### config.mk
export PLATFORM = sky130hd
export DESIGN_NAME = cla_addsub_pipe
export DESIGN_NICKNAME = d
export VERILOG_FILES = /design/src/rtl/cla_addsub_pipe.sv
export SDC_FILE = /design/constraint.sdc
export NUM_CORES = 1
export LEC_CHECK = 0
export ABC_CLOCK_PERIOD_IN_PS = 6600
export CORE_UTILIZATION = 61
export CTS_BUF_LIST = sky130_fd_sc_hd__clkbuf_4
export CTS_CLUSTER_SIZE = 30
export DETAILED_ROUTE_END_ITERATION = 16
export PLACE_DENSITY_LB_ADDON = 0.3
export SLEW_MARGIN = 30
export SYNTH_ARGS = -nofsm -noshare
export SYNTH_HDL_FRONTEND = slang
export SYNTH_SLANG_ARGS = --single-unit
### constraint.sdc
create_clock -name clk -period 6.6 [get_ports clk]
set_clock_uncertainty 0.05 [all_clocks]
set_input_delay 1.32 -clock clk [delete_from_list [all_inputs] [get_ports clk]]
set_output_delay 1.32 -clock clk [all_outputs]
set_load 0.05 [all_outputs]
### src/rtl/cla_addsub_pipe.sv
// Pipelined carry-lookahead add/subtract: one SEG-bit segment per stage, carry registered between stages.
// Optional signed saturation is built only when CLA_SAT_EN is defined.
module cla_addsub_pipe #(
    parameter int WIDTH = 16,
    parameter int SEG   = 4
) (
    input  logic             clk,
    input  logic             rst_n,
    input  logic             in_valid,
    output logic             in_ready,
    input  logic [WIDTH-1:0] in_a,
    input  logic [WIDTH-1:0] in_b,
    input  logic [1:0]       in_op,
    input  logic             in_c,
    input  logic             in_sat,
    output logic             out_valid,
    input  logic             out_ready,
    output logic [WIDTH-1:0] out_r,
    output logic             out_co,
    output logic             out_ovf,
    output logic             out_z,
    output logic             out_n,
    output logic             out_sat
);
    localparam int STAGES = WIDTH / SEG;
    localparam int GROUPS = SEG / 4;

    typedef struct packed {
        logic [WIDTH-1:0] a;
        logic [WIDTH-1:0] b;
        logic [WIDTH-1:0] r;
        logic             c;
`ifdef CLA_SAT_EN
        logic             sat;
`endif
    } beat_t;

    function automatic logic [4:0] cla4(input logic [3:0] a, input logic [3:0] b, input logic ci);
        logic [3:0] g, p;
        logic [4:0] c;
        g    = a & b;
        p    = a ^ b;
        c[0] = ci;
        c[1] = g[0] | (p[0] & ci);
        c[2] = g[1] | (p[1] & g[0]) | (p[1] & p[0] & ci);
        c[3] = g[2] | (p[2] & g[1]) | (p[2] & p[1] & g[0]) | (p[2] & p[1] & p[0] & ci);
        c[4] = g[3] | (p[3] & g[2]) | (p[3] & p[2] & g[1]) | (p[3] & p[2] & p[1] & g[0])
             | ((&p) & ci);
        return {c[4], p ^ c[3:0]};
    endfunction

    beat_t            pipe_q [STAGES];
    beat_t            pipe_d [STAGES+1];
    logic [STAGES:0]  vld_q;
    logic [WIDTH-1:0] r_q, r_d;
    logic             co_q, ovf_q, z_q, n_q, sat_q;
    logic             ovf_d, sat_d;
    logic             adv;

    assign adv      = !vld_q[STAGES] || out_ready;
    assign in_ready = adv && rst_n;

    // pipe_d[0] is the incoming beat; pipe_d[k+1] is pipe_q[k] with segment k resolved.
    always_comb begin
        logic cy;
        pipe_d[0].a = in_a;
        pipe_d[0].b = in_op[0] ? ~in_b : in_b;
        pipe_d[0].r = '0;
        pipe_d[0].c = in_op[1] ? in_c : in_op[0];
`ifdef CLA_SAT_EN
        pipe_d[0].sat = in_sat;
`endif
        for (int k = 0; k < STAGES; k++) begin
            pipe_d[k+1] = pipe_q[k];
            cy = pipe_q[k].c;
            for (int g = 0; g < GROUPS; g++) begin
                {cy, pipe_d[k+1].r[k*SEG+g*4 +: 4]} =
                    cla4(pipe_q[k].a[k*SEG+g*4 +: 4], pipe_q[k].b[k*SEG+g*4 +: 4], cy);
            end
            pipe_d[k+1].c = cy;
        end
    end

    // Flags come from the fully resolved beat; co/ovf describe the unclamped sum.
    always_comb begin
        ovf_d = (pipe_d[STAGES].a[WIDTH-1] == pipe_d[STAGES].b[WIDTH-1]) &&
                (pipe_d[STAGES].r[WIDTH-1] != pipe_d[STAGES].a[WIDTH-1]);
        r_d   = pipe_d[STAGES].r;
        sat_d = 1'b0;
`ifdef CLA_SAT_EN
        if (pipe_d[STAGES].sat && ovf_d) begin
            r_d   = pipe_d[STAGES].a[WIDTH-1] ? {1'b1, {(WIDTH-1){1'b0}}} : {1'b0, {(WIDTH-1){1'b1}}};
            sat_d = 1'b1;
        end
`endif
    end

`ifndef CLA_SAT_EN
    logic unused_sat;
    assign unused_sat = in_sat;
`endif

    always_ff @(posedge clk) begin
        if (!rst_n) begin
            vld_q <= '0;
            for (int k = 0; k < STAGES; k++) pipe_q[k] <= '0;
            r_q   <= '0;
            co_q  <= 1'b0;
            ovf_q <= 1'b0;
            z_q   <= 1'b0;
            n_q   <= 1'b0;
            sat_q <= 1'b0;
        end else if (adv) begin
            vld_q     <= {vld_q[STAGES-1:0], in_valid};
            pipe_q[0] <= pipe_d[0];
            for (int k = 1; k < STAGES; k++) pipe_q[k] <= pipe_d[k];
            if (vld_q[STAGES-1]) begin
                r_q   <= r_d;
                co_q  <= pipe_d[STAGES].c;
                ovf_q <= ovf_d;
                z_q   <= (r_d == '0);
                n_q   <= r_d[WIDTH-1];
                sat_q <= sat_d;
            end
        end
    end

    assign out_valid = vld_q[STAGES];
    assign out_r     = r_q;
    assign out_co    = co_q;
    assign out_ovf   = ovf_q;
    assign out_z     = z_q;
    assign out_n     = n_q;
    assign out_sat   = sat_q;

endmodule

==> results.txt <==
----------------------------------------------------
[Status]
  Run status ... finished clean

[Job]
  Maximum capacitance violations ... 0

[Synth]
  Post-synth top area share ... 58.18%
  Net count after synthesis ... 480
  Number of instances in the synthesized netlist ... 420
  Number of flops mapped to enable cells by yosys ... 108
  Most used standard cells in the synthesized netlist ... edfxtp_1 (108), and3_1 (80), nand2_1 (37)
  Async set-reset flop share out of synthesis ... 0%
  Top FF cell, synth ... edfxtp_1
  Fraction of the yosys area taken by sequential cells ... 66.80%
  Yosys reg bits ... 132
  Library cell occupying the most area in the post-synthesis netlist ... edfxtp_1
  Mean cell area of the mapped netlist ... 13.27 um^2
  Synth Cell Area ... 5574 um^2
  Area contributors post-synth ... edfxtp_1 (58%), and3_1 (9.0%), dfxtp_1 (8.6%), xnor2_1 (3.8%), ha_1 (3.6%)
  Number of distinct library cells after synthesis ... 38
  Synthesis warning total ... 0
  Most instantiated library cell after synthesis ... edfxtp_1

[Critical path]
  Delay of the slowest critical-path stage ... 0.90 ns
  CP max stage cell ... clkdlybuf4s50_1
  Crit start category ... input pin
  Worst endpoint required time ... 5.23 ns
  Type of the worst setup path ... input pin to output port
  Largest fanout on the critical path ... 14
  Data arrival time of the worst path ... 3.23 ns
  Largest delay share family, worst path ... buffers and inverters
  Cell occurring most often along the worst timing path ... clkdlybuf4s50_1
  WP buf/inv ... 3
  Type of element capturing the critical path ... output port
  Crit path cell chain ... clkdlybuf4s50_1 -> nand2b_4 -> nand2_1 -> inv_1 -> clkdlybuf4s50_1

[Layout]
  Non-Filler Instances ... 595
  Final Net Count ... 534
  Count of filler cells inserted in the layout ... 577
  Area growth from synthesis to layout ... 16.07%
  Final Instance Area ... 6470 um^2
  Number of antenna cells inserted ... 0
  Layout cells sized above 1 ... 9.651%

[Clock network]
  Num Clock Sinks ... 132
  CTS tree ... yes
  Root Buffer Master ... clkbuf_4
  Post CTS Setup Buffer Count ... 0
  Number of CTS-inserted buffers ... 17
  H-tree level count ... 4
  Clock tree buffer depth ... 2
  Clock latency on the worst-skew pair ... 0.50 ns
  Post-cts hold buffer count ... 0
  Clock slew at the register clock pins of the worst setup and hold paths ... 0.10 ns
  CTS resizes ... 0

[Placement]
  Final estimated routing congestion in global placement ... 0.7748
  IO buf count ... 60
  Dpl hpwl ... 5538 um
  Placed Instance Area ... 6200 um^2
  Total placed cells including tap cells ... 563
  Placement-stage worst setup slack ... 1.989 ns

[STA]
  Number of hold-slack violations in the final timing report ... 0
  Minimum clock period ... 4.603 ns
  Setup repair after global routing missed its margin ... no
  Max Freq ... 0.2172 GHz
  Final clock period utilization by the worst path ... 69.75%
  Final-layout setup total negative slack ... 0 ns
  Headroom to the max-slew limit ... 40.09%
  Final WS setup ... 1.997 ns
  Finish-stage setup viols ... 0
  Pin slew with the least headroom to its limit ... 0.8958 ns
  Count of pins over their slew limit ... 0

[Power]
  Leakage component of the power ... 2.886 nW
  Max rail drop VDD ... 0.1498 mV
  Power per cell area ... 243.1 nW/um^2

[Routing]
  WL/cell ... 14.72 um
  Via total after detailed routing ... 3280
  Total length of routed wires ... 8758 um
  Residual antenna-violating net count after detailed routing ... 0
  Number of search-and-repair iterations in the first detailed-routing pass ... 5
  Drt drc ... 0
  Drt initial violations ... 234
  Drt via density ... 5.513

[GRT]
  Global router's overall resource usage ... 19.77%
  Pin count of the biggest net entering global routing ... 84
  Global-route wire length before repair ... 14590 um
  Total congestion overflow after global routing ... 0
  Via count of the first global-routing pass ... 3123
  Number of antenna violations at the first check in global routing ... 0

[Floorplan]
  Die height ... 97.59 um
  Count of boundary I/O pins ... 63
  Starting density of the core ... 63.61%
  Std-Cell Rows ... 34
  Placeable core region ... 8763 um^2
  Die outline area ... 9524 um^2
  Die Span X ... 97.59 um

[Worst hold path]
  Worst min path class ... flop to flop

----------------------------------------------------
-- cell type report --
cell class / count / area [um^2] / area share [%]
Clock inverter: 11 / 112.6 / 1.740
Multi-Input combinational cell: 255 / 1698 / 26.24
Inverter: 4 / 17.52 / 0.2707
Timing Repair Buffer: 64 / 625.6 / 9.669
Tap cell: 108 / 135.1 / 2.089
Clock buffer: 21 / 157.7 / 2.437
Sequential cell: 132 / 3724 / 57.55
-- through the flow --
| stage | util [%] | hold slack (ns) | power, W |
|---|---|---|---|
| 6_report | 73.83 | 0.4228 | 0.001573 |
| 5_1_grt | 73.83 | 0.4421 | 0.001638 |
| 4_1_cts | 73.83 | 0.4227 | 0.001583 |
| 3_5_place_dp | 70.75 | 0.4079 | 0.001082 |
| 3_3_place_gp | 70.75 | 0.3934 | 0.001074 |
| 2_1_floorplan | - | 0.3928 | 0.001039 |
-- report_power, final --
group          internal (W)  switching, W
Sequential         0.000939     0.0000139
Combinational     0.0000578     0.0000518
Clock              0.000238      0.000273
Total               0.00123      0.000339
-- cells by family after synthesis --
kind of cell	after synthesis	share of synthesized area (%)
buffers and inverters	33	2.738
AOI/OAI and AO/OA	44	5.342
DFF	132	66.80
other	1	0.06728
adders and majority gates	20	5.028
xor gates and xnor gates	24	3.771
muxes	4	0.7183
and+or+nand+nor	162	15.53
-- metal layers --
metal | vias to the layer above | routed length (um) | global-route usage (%)
met5 | - | 0 | 0
met4 | 0 | 130 | 7.466
met3 | 16 | 320 | 5.827
met2 | 79 | 4343 | 32.71
met1 | 1554 | 3963 | 24.70
li1 | 1631 | - | -
-- layout by cell type (no fill, tap or decap), types with 2 or more instances in the layout --
master,count
edfxtp_1,108
clkinvlp_4,2
clkbuf_4,21
buf_4,4
mux2i_1,4
nand3_1,4
nor4_1,2
xnor2_1,24
bufinv_16,2
a21o_1,6
and3_1,80
clkdlybuf4s50_1,59
nand2b_1,3
fa_1,4
nor2_1,28
o21ai_0,7
a21oi_1,19
dfxtp_1,24
ha_1,16
inv_1,2
clkinv_2,5
nand2_1,37
a22o_1,4
-- final timing paths --
path / start / to / slack [ns] / cells after the start
setup / recovery: out_ready / in_ready / 2.00 / 5
hold / removal: out_r[7]$_SDFFE_PN0P_ / out_r[7]$_SDFFE_PN0P_ / 0.42 / 2
setup reg to reg: vld_q[4]$_SDFFE_PN0N_ / pipe_q[1][39]$_SDFFCE_PN0P_ / 3.83 / 5
hold reg to reg: out_r[7]$_SDFFE_PN0P_ / out_r[7]$_SDFFE_PN0P_ / 0.42 / 2
-- registers in the layout (all words and copies together) (netlist names) --
register,cells
out_co,1
out_n,1
out_ovf,1
out_r,15
out_z,1
pipe_q,108
vld_q,5
-- worst reg2reg max path, delay by kind of cell (launching register included) --
family / cells / cell delay (ns)
buffers and inverters: 3 / 1.73
and+or+nand+nor: 2 / 0.26
DFF: 1 / 0.35
Note: power is estimated with default switching activity, not from simulation.
